$ cat src/rtl/sys_bus_ctrl.sv
// System bus slave: routes single-word MMU accesses to SRAM or the IO device port.
// Optional IO timeout with sticky bus_err is enabled by defining BUS_TIMEOUT_EN.
module sys_bus_ctrl #(
   parameter int unsigned MEM_AW     = 16,
   parameter int unsigned MEM_WAIT   = 1,
   parameter logic [19:0] IO_PAGE    = 20'h000FF,
   parameter int unsigned IO_TIMEOUT = 255
) (
   input  logic              clk,
   input  logic              rst_n,
   input  logic              s_cyc,
   input  logic              s_we,
   input  logic [3:0]        s_strb,
   input  logic [31:0]       s_addr,
   input  logic [31:0]       s_data_i,
   output logic              s_ack,
   output logic [31:0]       s_data_o,
   output logic              mem_cs,
   output logic              mem_we,
   output logic [3:0]        mem_be,
   output logic [MEM_AW-1:0] mem_addr,
   output logic [31:0]       mem_wdata,
   input  logic [31:0]       mem_rdata,
   output logic              io_dev_req,
   output logic              io_dev_we,
   output logic [11:0]       io_dev_addr,
   output logic [31:0]       io_dev_wdata,
   input  logic [31:0]       io_dev_rdata,
   input  logic              io_dev_rdy,
   output logic              bus_err
);

   typedef enum logic [2:0] {
      StIdle,
      StMemAcc,
      StMemDone,
      StIoWait,
      StIoDone
   } state_e;

   state_e      state_q, state_d;
   logic [2:0]  wait_q, wait_d;
   logic [31:0] rdata_q, rdata_d;

   logic unused_addr;
   assign unused_addr = ^s_addr[1:0];

`ifdef BUS_TIMEOUT_EN
   logic [7:0] to_q, to_d;
   logic       bus_err_q, bus_err_d;

   always_ff @(posedge clk) begin
      if (!rst_n) begin
         to_q      <= '0;
         bus_err_q <= 1'b0;
      end else begin
         to_q      <= to_d;
         bus_err_q <= bus_err_d;
      end
   end

   assign bus_err = bus_err_q;
`else
   logic unused_cfg;
   assign unused_cfg = ^8'(IO_TIMEOUT);
   assign bus_err    = 1'b0;
`endif

   always_ff @(posedge clk) begin
      if (!rst_n) begin
         state_q <= StIdle;
         wait_q  <= '0;
         rdata_q <= '0;
      end else begin
         state_q <= state_d;
         wait_q  <= wait_d;
         rdata_q <= rdata_d;
      end
   end

   always_comb begin
      state_d      = state_q;
      wait_d       = wait_q;
      rdata_d      = rdata_q;
`ifdef BUS_TIMEOUT_EN
      to_d         = to_q;
      bus_err_d    = bus_err_q;
`endif
      s_ack        = 1'b0;
      s_data_o     = '0;
      mem_cs       = 1'b0;
      mem_we       = 1'b0;
      mem_be       = '0;
      mem_addr     = '0;
      mem_wdata    = '0;
      io_dev_req   = 1'b0;
      io_dev_we    = 1'b0;
      io_dev_addr  = '0;
      io_dev_wdata = '0;

      unique case (state_q)
         StIdle: begin
            if (s_cyc) begin
               if (s_addr[31:12] == IO_PAGE) begin
                  state_d = StIoWait;
`ifdef BUS_TIMEOUT_EN
                  to_d    = '0;
`endif
               end else begin
                  state_d = StMemAcc;
                  wait_d  = 3'(MEM_WAIT);
               end
            end
         end

         StMemAcc: begin
            if (wait_q != 3'd0) begin
               wait_d = wait_q - 3'd1;
            end else begin
               mem_cs    = 1'b1;
               mem_we    = s_we;
               mem_be    = s_strb;
               mem_addr  = s_addr[MEM_AW+1:2];
               mem_wdata = s_data_i;
               state_d   = StMemDone;
            end
         end

         StMemDone: begin
            s_ack    = 1'b1;
            s_data_o = s_we ? 32'h0 : mem_rdata;
            state_d  = StIdle;
         end

         StIoWait: begin
            io_dev_req   = 1'b1;
            io_dev_we    = s_we;
            io_dev_addr  = s_addr[11:0];
            io_dev_wdata = s_data_i;
            // A ready in the timeout cycle still wins over the timeout.
            if (io_dev_rdy) begin
               rdata_d = s_we ? 32'h0 : io_dev_rdata;
               state_d = StIoDone;
            end
`ifdef BUS_TIMEOUT_EN
            else begin
               to_d = to_q + 8'd1;
               if (to_q == 8'(IO_TIMEOUT - 1)) begin
                  rdata_d   = 32'hDEAD_BEEF;
                  bus_err_d = 1'b1;
                  state_d   = StIoDone;
               end
            end
`endif
         end

         StIoDone: begin
            s_ack    = 1'b1;
            s_data_o = rdata_q;
            state_d  = StIdle;
         end

         default: state_d = StIdle;
      endcase
   end

endmodule
$ cat config.mk
export PLATFORM = sky130hd
export DESIGN_NAME = sys_bus_ctrl
export DESIGN_NICKNAME = d
export VERILOG_FILES = /design/src/rtl/sys_bus_ctrl.sv
export SDC_FILE = /design/constraint.sdc
export NUM_CORES = 1
export LEC_CHECK = 0
export BUFFER_PORTS_ARGS = -buffer_cell sky130_fd_sc_hd__buf_2
export CELL_PAD_IN_SITES_DETAIL_PLACEMENT = 0
export CELL_PAD_IN_SITES_GLOBAL_PLACEMENT = 2
export CORE_ASPECT_RATIO = 2
export CORE_MARGIN = 3
export CORE_UTILIZATION = 18
export DETAILED_ROUTE_END_ITERATION = 6
export PLACE_DENSITY_LB_ADDON = 0.1
export SYNTH_ARGS = -nofsm -noshare
export SYNTH_HDL_FRONTEND = slang
export SYNTH_SLANG_ARGS = --single-unit
$ cat constraint.sdc
create_clock -name clk -period 3.6 [get_ports clk]
set_clock_uncertainty 0.2 [all_clocks]
set_input_delay 0 -clock clk [delete_from_list [all_inputs] [get_ports clk]]
set_output_delay 0 -clock clk [all_outputs]
set_load 0.1 [all_outputs]
Word level (Yosys, flattened, before mapping)
Index checks and enable logic that the tools add are counted.

Bits in registers: 38. Input bits: 137. Word-level logic and storage cells: 48. Output and inout bits: 134.

Mux-type cells: 27. Reductions and logical operators: 7. Add/sub/neg operators: 1. Equality and inequality tests: 10.

Operators by type and width (number): 32-bit two-way mux (5); 32-bit one-hot mux with 2 select lines (1); 16-bit two-way mux (2); 20-bit by 8-bit == test with 1-bit output, second input constant (1); 3-bit two-way mux (6); 12-bit two-way mux (1); 2-bit != test, second input constant (5); 3-bit one-hot mux with 3 select lines (1); 4-bit two-way mux (2); 1-bit two-way mux (7); 3-bit by 2-bit == test with 1-bit output, second input constant (2); 3-bit one-hot mux with 2 select lines (1); 4-bit AND reduction (1); 3-bit by 1-bit == test with 1-bit output, second input constant (1); 3-bit == test, second input constant (1); 3-bit logical NOT (1); 3-bit AND reduction (1); 3-bit nonzero test (1); 3-bit by 1-bit subtractor with 3-bit output, second input constant (1); 2-bit two-way mux (1); 2-bit AND reduction (1); 2-bit nonzero test (1); 2-bit OR reduction (1).

Logic depth before layout (Yosys ltp)
Gate-level depths: netlist of the first run.

Depth after elaboration: 4. Depth in mapped cells: 7. Gate-level depth less buffers: 7.

Worst setup path before layout of the first run
No wires, ideal clock.

Path kind: register to output. Start point: reg state_q[2]. End point: out io_dev_addr[10]. Arrival time: 2.511 ns. Buffers on the path: 2. Stages on the path, launching flop included: 5. Path slack: 0.889 ns. Required time: 3.400 ns. Path through: dfxtp_1 > buf_6 > and3b_2 > clkbuf_1 > and2_1.

Word-level cells in the longest chain between the ends: 2.

RTL lines: start, declared (RTL line 41) `state_e state_q, state_d;`; start signal, assigned (RTL line 71) `state_q <= StIdle;`; start signal, assigned (RTL line 75) `state_q <= state_d;`; 3-bit by 2-bit == test with 1-bit output (RTL line 101) `unique case (state_q)`; 12-bit two-way mux (RTL line 101); end, declared (RTL line 26) `output logic [11:0] io_dev_addr,`.

No other way between the ends.

Final worst setup path of the first run
Start point: reg state_q[0]. End point: out io_dev_wdata[10].

Word-level cells in the longest chain between the ends: 2.

RTL lines: 3-bit by 2-bit == test with 1-bit output (RTL line 101); 32-bit two-way mux (RTL line 101); end, declared (RTL line 27) `output logic [31:0] io_dev_wdata,`.

No other way between the ends.

==> summary.txt, run 1 <==
Setup path
  • Worst-path fanout max: 35
  • Max incr delay on CP: 620 ps
  • WS Path Type: reg -> out
  • RR Startpoint: state_q[0]$_SDFFE_PN0P_
  • Worst-path cell chain: and3b_2 > buf_4 > and2_1 > buf_2
  • Arrival @ worst endpoint: 2260 ps
  • Worst setup EP type: output port
  • Startpoint types: flip-flop
  • CP max stage cell: dfxtp_1
  • Top delay family on crit path: buffers and inverters
  • Critical path required time: 3400 ps
  • Setup crit start: state_q[0]$_SDFFE_PN0P_
  • Buffers and inverters on the worst path: 2

Drt
  • Vias/cell: 4.278
  • 1st-iter DRT viols: 63
  • DRC viols: 0
  • DRT Wirelength: 12820 um
  • Post-DRT Antenna Nets: 0
  • Via Count: 3529
  • Per-cell routed wire length: 15.54 um
  • Drt pass-1 iters: 4

Power
  • Leak pwr: 2.462 nW
  • Power per standard cell area: 428.9 mW/mm^2
  • Power, Total: 2.037 mW
  • Maximum vdd drop: 243.9 uV

Clock tree
  • Clk sinks: 38
  • Post-cts sizing count: 0
  • Postcts setup bufs: 0
  • CTS H-tree depth: 2
  • Num CTS Buffers: 5
  • Clock root cell: clkbuf_16
  • Clock-pin slew on the worst setup and hold paths: 60 ps
  • CTS tree: yes
  • Clock latency on the worst-skew pair: 280 ps
  • Clock Path Buffers: 2

Finish
  • Share of cells above drive strength 1: 45.70%
  • Final net count: 767
  • # fillers: between 1500 and 2000
  • Synthesis-to-layout area growth: 71.69%

Global route
  • Vias in the first global route: 3657
  • First-pass GRT wire length: between 15000 and 20000 um
  • Grt ovf: 0
  • Initial antenna violation count: 2
  • Largest net degree at the start of global routing: 55
  • Total track usage: 14.46%

Synthesis
  • Syn Area/Cell: 8.019 um^2
  • Ys async rst share: 0%
  • Post-synth top cells: 99 x and2_1, 38 x dfxtp_1, 33 x nand2_1
  • Seq/Total Area, Yosys: 27.50%
  • Yosys reg bits: 38
  • Cells after synthesis: 345
  • Mapped cell area: 0.002766 mm^2
  • Syn_nets: 484
  • Synth area leaders: dfxtp_1 27%, and2_1 22%, a22o_1 10%, nand3b_1 8.7%, a21boi_1 8.1%
  • Most numerous cell in the Yosys netlist: and2_1
  • Primary FF master, synth: dfxtp_1
  • YS warnings: 0
  • Post-synth EDFFs: 0
  • Area share of the largest cell type after synthesis: 27.50%
  • Library cells used by synthesis: 36
  • Post-synth top area cell: dfxtp_1

Placed design
  • Input/output buffers: ~270
  • Gp weighted congestion: 0.7738
  • Dpl hpwl: 10110 um

Timing
  • Period utilization: 68.35%
  • Fmax: 406.4 MHz
  • Final Hold Vio Count: 0
  • Unrepaired setup endpoints after global routing: no
  • Fin crit period: 2461 ps
  • Slew HR: 56.64%
  • Final setup fails: 0
  • Setup TNS: 0 ps
  • Final Max Slew Viols: 0
  • Worst slew pin tran: around 650 ps

Floorplan
  • IO Pins: 271
  • DIE AREA: around 0.017 mm^2
  • Area of the core: 0.01498 mm^2
  • Row count: 63
  • Die H: 181.3 um
  • Chip Width: 93.66 um
  • Initial Util: a little under a fifth

Hold path
  • Worst hold path startpoint: s_addr[23]
  • HP Class: in -> reg

Run
  • Max Cap Viol: 0

Outcome
  • Status: finished clean
final cells by class:
class,instances,area [um^2],share of cell area [%]
repair buffers,311,1752,36.88
flip-flops and latches,38,760.7,16.02
multi-input cells,267,1800,37.91
diodes,2,5.005,0.1054
clock buffers,6,138.9,2.924
inverters,5,18.77,0.3952
well taps,195,244.0,5.137
clock inverters,1,30.03,0.6322
placed cells by master, fill, tap and decap left out, types with 3 or more instances in the layout:
cell / synthesis / final
a21boi_0: 3 / 3
a21boi_1: 30 / 30
a22o_1: 32 / 32
and2_1: 99 / 99
buf_2: 13 / 269
buf_4: 2 / 6
clkbuf_16: 0 / 5
dfxtp_1: 38 / 38
dlygate4sd3_1: 0 / 36
inv_1: 5 / 5
nand2_1: 33 / 33
nand3b_1: 32 / 32
nor2_1: 3 / 3
o21ai_0: 5 / 5
tightest hold or removal path, cell delays in order:
cell,delay (ps)
buf_2,70
nand4b_1,130
nor3_1,120
o21ai_0,170
layer usage:
metal	wire, um	track usage [%]
met5	0	0
met4	423	6.134
met3	1050	3.375
met2	7211	28.63
met1	4131	13.51
through the flow:
stage / instances / area, um^2 / hold WS (ps) / utilization [%] / setup slack [ps]
floorplan: 345 / 2766 / -54.08 / - / 889.0
global placement: 780 / 4215 / 72.92 / 28.15 / 1480
detailed placement: 780 / 4215 / 76.54 / 28.15 / 1431
CTS: 823 / 4745 / 52.57 / 31.68 / 1109
global route: 825 / 4750 / 112.9 / 31.71 / 964.5
finish: 825 / 4750 / 43.80 / 31.71 / 1139
cells by family after synthesis:
kind of cell,share of synthesized area [%]
xor+xnor,0.3167
flops,27.50
other cells,0.1356
compound gates,22.12
simple gates,41.38
fa+ha+maj,0.9044
buf+inv,7.643
state kept, by name, indices dropped and copies added, names as in the netlist:
register / count
wait_q: 3
state_q: 3
rdata_q: 32
path summary, 6_finish.rpt:
kind	cells after the start	end	slack [ps]
max	4	io_dev_wdata[10]	1140
max reg2reg	5	rdata_q[29]$_SDFFE_PN0P_	1460
min	4	wait_q[0]$_SDFFE_PN0P_	40
min reg2reg	2	rdata_q[8]$_SDFFE_PN0P_	250
where the power goes:
| group | total, mW | leakage, nW | switching, mW | internal (mW) |
|---|---|---|---|---|
| sequential | 0.445 | 0.307 | 0.0151 | 0.430 |
| clock | 0.515 | 0.0830 | 0.173 | 0.342 |
| combinational | 1.08 | 2.07 | 0.856 | 0.222 |
repair_timing:
item	4_1_cts	5_1_grt
hold buffers	36	0
setup endpoints to repair	0	0
endpoints found under the hold margin	36	0
Note: power is estimated with default switching activity, not from simulation.
==> run 2: changes to the inputs <==
- ABC_AREA: not set -> 1
- CORE_UTILIZATION: 18 -> 14
- clock period: 3.6 -> 2.1 ns (I/O delays scaled with it)
==> run 2 against run 1 <==
  * Critical path depth rose by 5
  * Clock power rose by 51%
  * Area after synthesis rose by 2.3%
  * Cell area up 61%
  * Critical endpoint is now mem_addr[5]
==> summary.txt, run 2 <==
Outcome
  • Status: finished clean

Finish
  • Regs by FF count: rdata_q: 32 flops, state_q: 3 flops, wait_q: 3 flops
  • Max reg flops: 32
  • Final net count: 899
  • Top reg by flops: rdata_q
  • Most frequent cells in the layout: 152 x buf_2, 117 x buf_12, 91 x nor2_4
  • # fillers: 2058
  • Synthesis-to-layout area growth: 169.7%
  • Final Cell Area: 0.007634 mm^2
  • Most common cell after layout, fill and taps aside: buf_2
  • Share of cells above drive strength 1: 60.18%

Power
  • Maximum vdd drop: roughly 430 uV
  • Power per standard cell area: about 610 mW/mm^2
  • Leak pwr: ~3.2 nW

Setup path
  • Setup crit start: state_q[2]$_SDFFE_PN0P_
  • Arrival @ worst endpoint: 1800 ps
  • Worst-path cell chain: inv_2 > nand2_2 > nor2_4 > inv_2 > nor2_4 > inv_12 > clkbuf_16 > nor2_4 > buf_12
  • Worst setup EP type: output port
  • WS Path Type: reg -> out
  • Max incr delay on CP: around 330 ps
  • Startpoint types: flip-flop
  • CP max stage cell: dfxtp_2
  • Top cell by count, worst path: nor2_4
  • Top delay family on crit path: buffers and inverters
  • Critical path required time: between 1500 and 2000 ps
  • Buffers and inverters on the worst path: 5
  • RR Startpoint: wait_q[1]$_SDFFE_PN0P_
  • Worst-path fanout max: 11

Placed design
  • Dpl hpwl: 12350 um
  • Setup WS pre-CTS: 231.7 ps
  • Placed inst area: just under 0.007 mm^2
  • Input/output buffers: 269
  • Gp weighted congestion: ~0.7

Clock tree
  • Clk sinks: 38
  • Num CTS Buffers: 5
  • Clock root cell: clkbuf_16
  • Clock latency on the worst-skew pair: 280 ps
  • CTS tree: yes
  • Clock-pin slew on the worst setup and hold paths: about 60 ps
  • Clock Path Buffers: 2
  • CTS H-tree depth: 2

Synthesis
  • Syn_nets: 600
  • Primary FF master, synth: dfxtp_1
  • Synth area leaders: dfxtp_1 27%, nor2_1 16%, a211oi_2 13%, inv_1 12%, nand2_1 8.4%
  • Most numerous cell in the Yosys netlist: nor2_1
  • Seq/Total Area, Yosys: 26.88%
  • YS warnings: 0
  • Post-synth top area cell: dfxtp_1
  • Library cells used by synthesis: 26
  • Post-synth top cells: 117 x nor2_1, 87 x inv_1, 63 x nand2_1
  • Yosys reg bits: 38
  • Ys async rst share: 0%
  • Syn Area/Cell: 6.139 um^2
  • Area share of the largest cell type after synthesis: 26.88%
  • Post-synth EDFFs: 0
  • Cells after synthesis: 461
  • Mapped cell area: 0.002830 mm^2

Timing
  • Fin crit period: 2005 ps
  • Period utilization: ~95%
  • Hold slack final: 91.17 ps
  • Final Hold Vio Count: 0
  • Slew HR: 60.30%
  • Fmax: 498.8 MHz
  • Worst slew pin tran: 595.5 ps
  • Setup WS post-layout: approximately 95 ps
  • Final Max Slew Viols: 0
  • Final setup fails: 0

Global route
  • Grt ovf: 0
  • Vias in the first global route: 4061
  • Initial antenna violation count: 1
  • First-pass GRT wire length: 22970 um
  • Largest net degree at the start of global routing: 66
  • Total track usage: between 10% and 20%

Drt
  • Drt pass-1 iters: 4
  • Per-cell routed wire length: 14.69 um
  • DRC viols: 0
  • Via Count: between 3000 and 4000
  • Post-DRT Antenna Nets: 0
  • 1st-iter DRT viols: 102
  • DRT Wirelength: between 15000 and 20000 um
  • Vias/cell: between 3 and 4

Floorplan
  • DIE AREA: 0.02206 mm^2
  • Die H: 207.1 um
  • IO Pins: about 270
  • Chip Width: 106.5 um
  • Initial Util: approximately 14%
  • Row count: 73
  • Area of the core: 0.01991 mm^2

Run
  • Max Cap Viol: 0

Hold path
  • HP Class: in -> reg
  • Worst hold path startpoint: s_addr[26]
==> run 2: logic make-up (layout without fill, tap and decap cells) <==
group | count (synthesis) | after routing | share of synthesized area (%)
adders and majority gates | 2 | 2 | 0.8840
and+or+nand+nor | 191 | 191 | 26.22
AOI/OAI and AO/OA | 102 | 102 | 27.67
buffers and inverters | 127 | 427 | 18.21
DFF | 38 | 38 | 26.88
other | 1 | 2 | 0.1325
==> run 2: path summary, 6_finish.rpt <==
path	end	slack (ps)	cells past startpoint
worst max-delay path	mem_addr[5]	100	9
worst min-delay path	state_q[1]$_SDFFE_PN0P_	90	6
worst max register to register	wait_q[0]$_SDFFE_PN0P_	380	9
worst min register to register	rdata_q[3]$_SDFFE_PN0P_	270	2
==> run 2: area by class of cell <==
cell class	count	area [um^2]	share of cell area, %
timing repair buffer	325	3659	47.93
multi-input combinational	296	2359	30.90
sequential	38	763.2	9.998
inverter	93	366.6	4.802
tap	262	327.8	4.294
clock buffer	7	142.6	1.869
timing repair inverter	1	8.758	0.1147
clock inverter	1	5.005	0.06556
antenna	1	2.502	0.03278
==> run 2: where the power goes <==
part | total, mW | internal, mW | switching, mW
clock network | 0.778 | 0.471 | 0.306
logic | 3.09 | 1.01 | 2.08
registers | 0.792 | 0.769 | 0.0237
total | 4.66 | 2.25 | 2.41
==> run 2: routing by layer <==
layer,global-route usage (%),part of all wire [%],vias up
met5,0,0,-
met4,4.194,1.9,0
met3,3.555,8.1,13
met2,25.43,56,185
met1,13.10,33,1743
li1,-,-,2043
==> run 2: through the flow <==
step,utilization (%),instances,total power [mW],TNS (ps)
floorplan,-,461,2.870,-19620
global placement,34.92,973,3.779,0
detailed placement,34.92,973,3.787,0
CTS,37.58,1018,4.675,0
global route,38.34,1024,4.875,-1.817
finish,38.34,1024,4.657,0
==> run 2: timing repair <==
| item | 4_1_cts | 5_1_grt |
|---|---|---|
| setup endpoints to repair | 27 | 41 |
| endpoints found under the hold margin | 37 | 0 |
| gates resized for setup | 4 | 17 |
| hold buffers | 36 | 0 |
| setup buffers | 1 | 3 |
| cloned | 0 | 2 |
| pin swaps | 1 | 1 |
==> run 2: tightest hold or removal path, cell delays in order <==
cell	delay [ps]
buf_2	80
nor2_1	30
nand2_1	50
nor2_1	50
nand3_1	210
a21oi_1	110
==> run 3: changes to the inputs <==
==> constraint.sdc (replaced) <==
create_clock -name clk -period 2.1 [get_ports clk]
set_clock_uncertainty 0.2 [all_clocks]
set_input_delay 0.105 -clock clk [delete_from_list [all_inputs] [get_ports clk]]
set_output_delay 0.105 -clock clk [all_outputs]
set_load 0.1 [all_outputs]
==> run 3 against run 2 <==
  * Die area unchanged
  * Via count up 0.48%
  * Count of clock-buffer cells in the layout down 1
  * Critical path depth unchanged
  * Final cell count down 0.49%
  * Utilization up 0.11 points
  * Register-to-register slack worse by 20 ps
  * Cell area up 0.30%
  * Power down 0.41%
  * Flip-flop and latch count unchanged
  * Sequential share of layout area about the same
==> summary.txt, run 3 (same netlist as run 2, synthesis figures left out) <==
Clock tree
  • Clock root cell: clkbuf_16
  • Clock-pin slew on the worst setup and hold paths: 60 ps
  • Clk sinks: 38
  • Num CTS Buffers: 5
  • Clock Path Buffers: 2
  • CTS H-tree depth: 2
  • CTS tree: yes
  • Clock latency on the worst-skew pair: approximately 280 ps

Placed design
  • Gp weighted congestion: 0.7256
  • Cells after DPL: around 970
  • Setup WS pre-CTS: 254.0 ps
  • Input/output buffers: 269
  • Dpl hpwl: 12750 um

Global route
  • Largest net degree at the start of global routing: between 60 and 70
  • Vias in the first global route: 4188
  • Initial antenna violation count: 0
  • Total track usage: between 10% and 20%
  • First-pass GRT wire length: 23500 um
  • Grt ovf: 0

Floorplan
  • Chip Width: between 100 and 150 um
  • Row count: 73
  • IO Pins: approximately 270
  • Area of the core: 0.01991 mm^2
  • DIE AREA: 0.02206 mm^2
  • Initial Util: 14.21%
  • Die H: slightly above 200 um

Setup path
  • Startpoint types: flip-flop
  • WS Path Type: reg -> out
  • Arrival @ worst endpoint: 1750 ps
  • Worst-path fanout max: 13
  • Worst setup EP type: output port
  • Critical path required time: 1790 ps

Finish
  • Regs by FF count: rdata_q: 32 flops, state_q: 3 flops, wait_q: 3 flops
  • N_diodes: 0
  • Most common cell after layout, fill and taps aside: buf_2
  • Synthesis-to-layout area growth: 170.5%
  • Top reg by flops: rdata_q
  • Share of cells above drive strength 1: approximately 59%
  • # fillers: 2072
  • Final net count: 895
  • Final Instance Count excl. Fillers: 1019
  • Max reg flops: 32
  • Most frequent cells in the layout: 148 x buf_2, 128 x buf_12, 91 x nor2_4

Drt
  • 1st-iter DRT viols: 76
  • DRT Wirelength: 15270 um
  • Drt pass-1 iters: 4
  • DRC viols: 0
  • Via Count: 4003
  • Vias/cell: 3.928
  • Post-DRT Antenna Nets: 0
  • Per-cell routed wire length: around 15 um

Power
  • Maximum vdd drop: 359.7 uV
  • Power per standard cell area: 605.8 mW/mm^2
  • Sw Share: 51.69%
  • Leak pwr: 3.176 nW
  • Net Sw Power: 2.398 mW
  • Share of power burned in registers: between 10% and 20%
  • Int Pwr: 2.241 mW
  • Clock group share of total power: 16.1%
  • Logic pwr share: ~67%

Timing
  • Final Max Slew Viols: 0
  • Setup WS post-layout: 41.46 ps
  • Fmax: 485.8 MHz
  • Hold slack final: 66.64 ps
  • Final setup fails: 0
  • Fin crit period: 2059 ps
  • Unrepaired setup endpoints after global routing: yes
  • Period utilization: a little over nine tenths
  • Final Hold Vio Count: 0

Run
  • Max Cap Viol: 0

Hold path
  • HP Class: in -> reg

Outcome
  • Status: finished clean
==> run 3: cell types whose count changed in the layout (fill, tap and decap cells not counted), moves of 4 or more <==
cell,delta
buf_2,-4
buf_12,+11
buf_4,-4
o22ai_2,-11
o22ai_1,+11
==> run 3: per-stage QoR <==
stage          utilization, %  total power [mW]  cell area, um^2  TNS [ps]
6_report                38.45             4.638             7656         0
5_1_grt                 38.45             4.858             7656     -1916
4_1_cts                 38.29             4.711             7624         0
3_5_place_dp            35.75             3.856             7118         0
3_3_place_gp            35.75             3.841             7118         0
2_1_floorplan               -             2.877             3706    -30490
==> run 3: per-layer routing <==
metal  vias up  wire, um  GRT usage, %
met1      1783      5170         13.42
met3         6      1046         2.682
met4         0       147         2.914
met2       169      8903         27.51
met5         -         0             0
li1       2045         -             -
==> run 3: worst paths after layout <==
kind	start	endpoint	slack, ps	cells after the start
max	wait_q[1]$_SDFFE_PN0P_	mem_wdata[29]	40	9
min	io_dev_rdy	state_q[0]$_SDFFE_PN0P_	70	6
max reg2reg	wait_q[1]$_SDFFE_PN0P_	wait_q[0]$_SDFFE_PN0P_	360	9
min reg2reg	rdata_q[28]$_SDFFE_PN0P_	rdata_q[28]$_SDFFE_PN0P_	270	2
==> run 3: worst max-delay path, stage by stage, from the launching register on <==
cell	delay [ps]
dfxtp_1	320
inv_2	70
ha_4	130
ha_4	130
inv_2	50
nor2_4	170
inv_8	110
clkbuf_16	200
nor2_4	110
buf_12	180
==> run 3: area by class of cell <==
class | count | area [um^2] | share of cell area, %
timing repair buffer | 322 | 3771 | 49.26
multi-input combinational | 296 | 2290 | 29.91
sequential | 38 | 763.2 | 9.969
inverter | 93 | 361.6 | 4.723
tap | 262 | 327.8 | 4.282
clock buffer | 6 | 128.9 | 1.683
clock inverter | 2 | 13.76 | 0.1798
==> run 3: power groups by stage <==
stage | clock, mW | combinational, mW | sequential, mW
floorplan | 0 | 2.07 | 0.803
global placement | 0 | 3.03 | 0.807
detailed placement | 0 | 3.05 | 0.809
CTS | 0.799 | 3.12 | 0.794
global route | 0.815 | 3.24 | 0.799
finish | 0.747 | 3.10 | 0.794
==> run 3: timing repair <==
action	4_1_cts	5_1_grt
resized for setup	3	0
buffers inserted	1	1
endpoints found under the setup margin	36	68
gates cloned	0	1
hold buffers	34	0
pin swaps	0	1
endpoints found under the hold margin	37	0
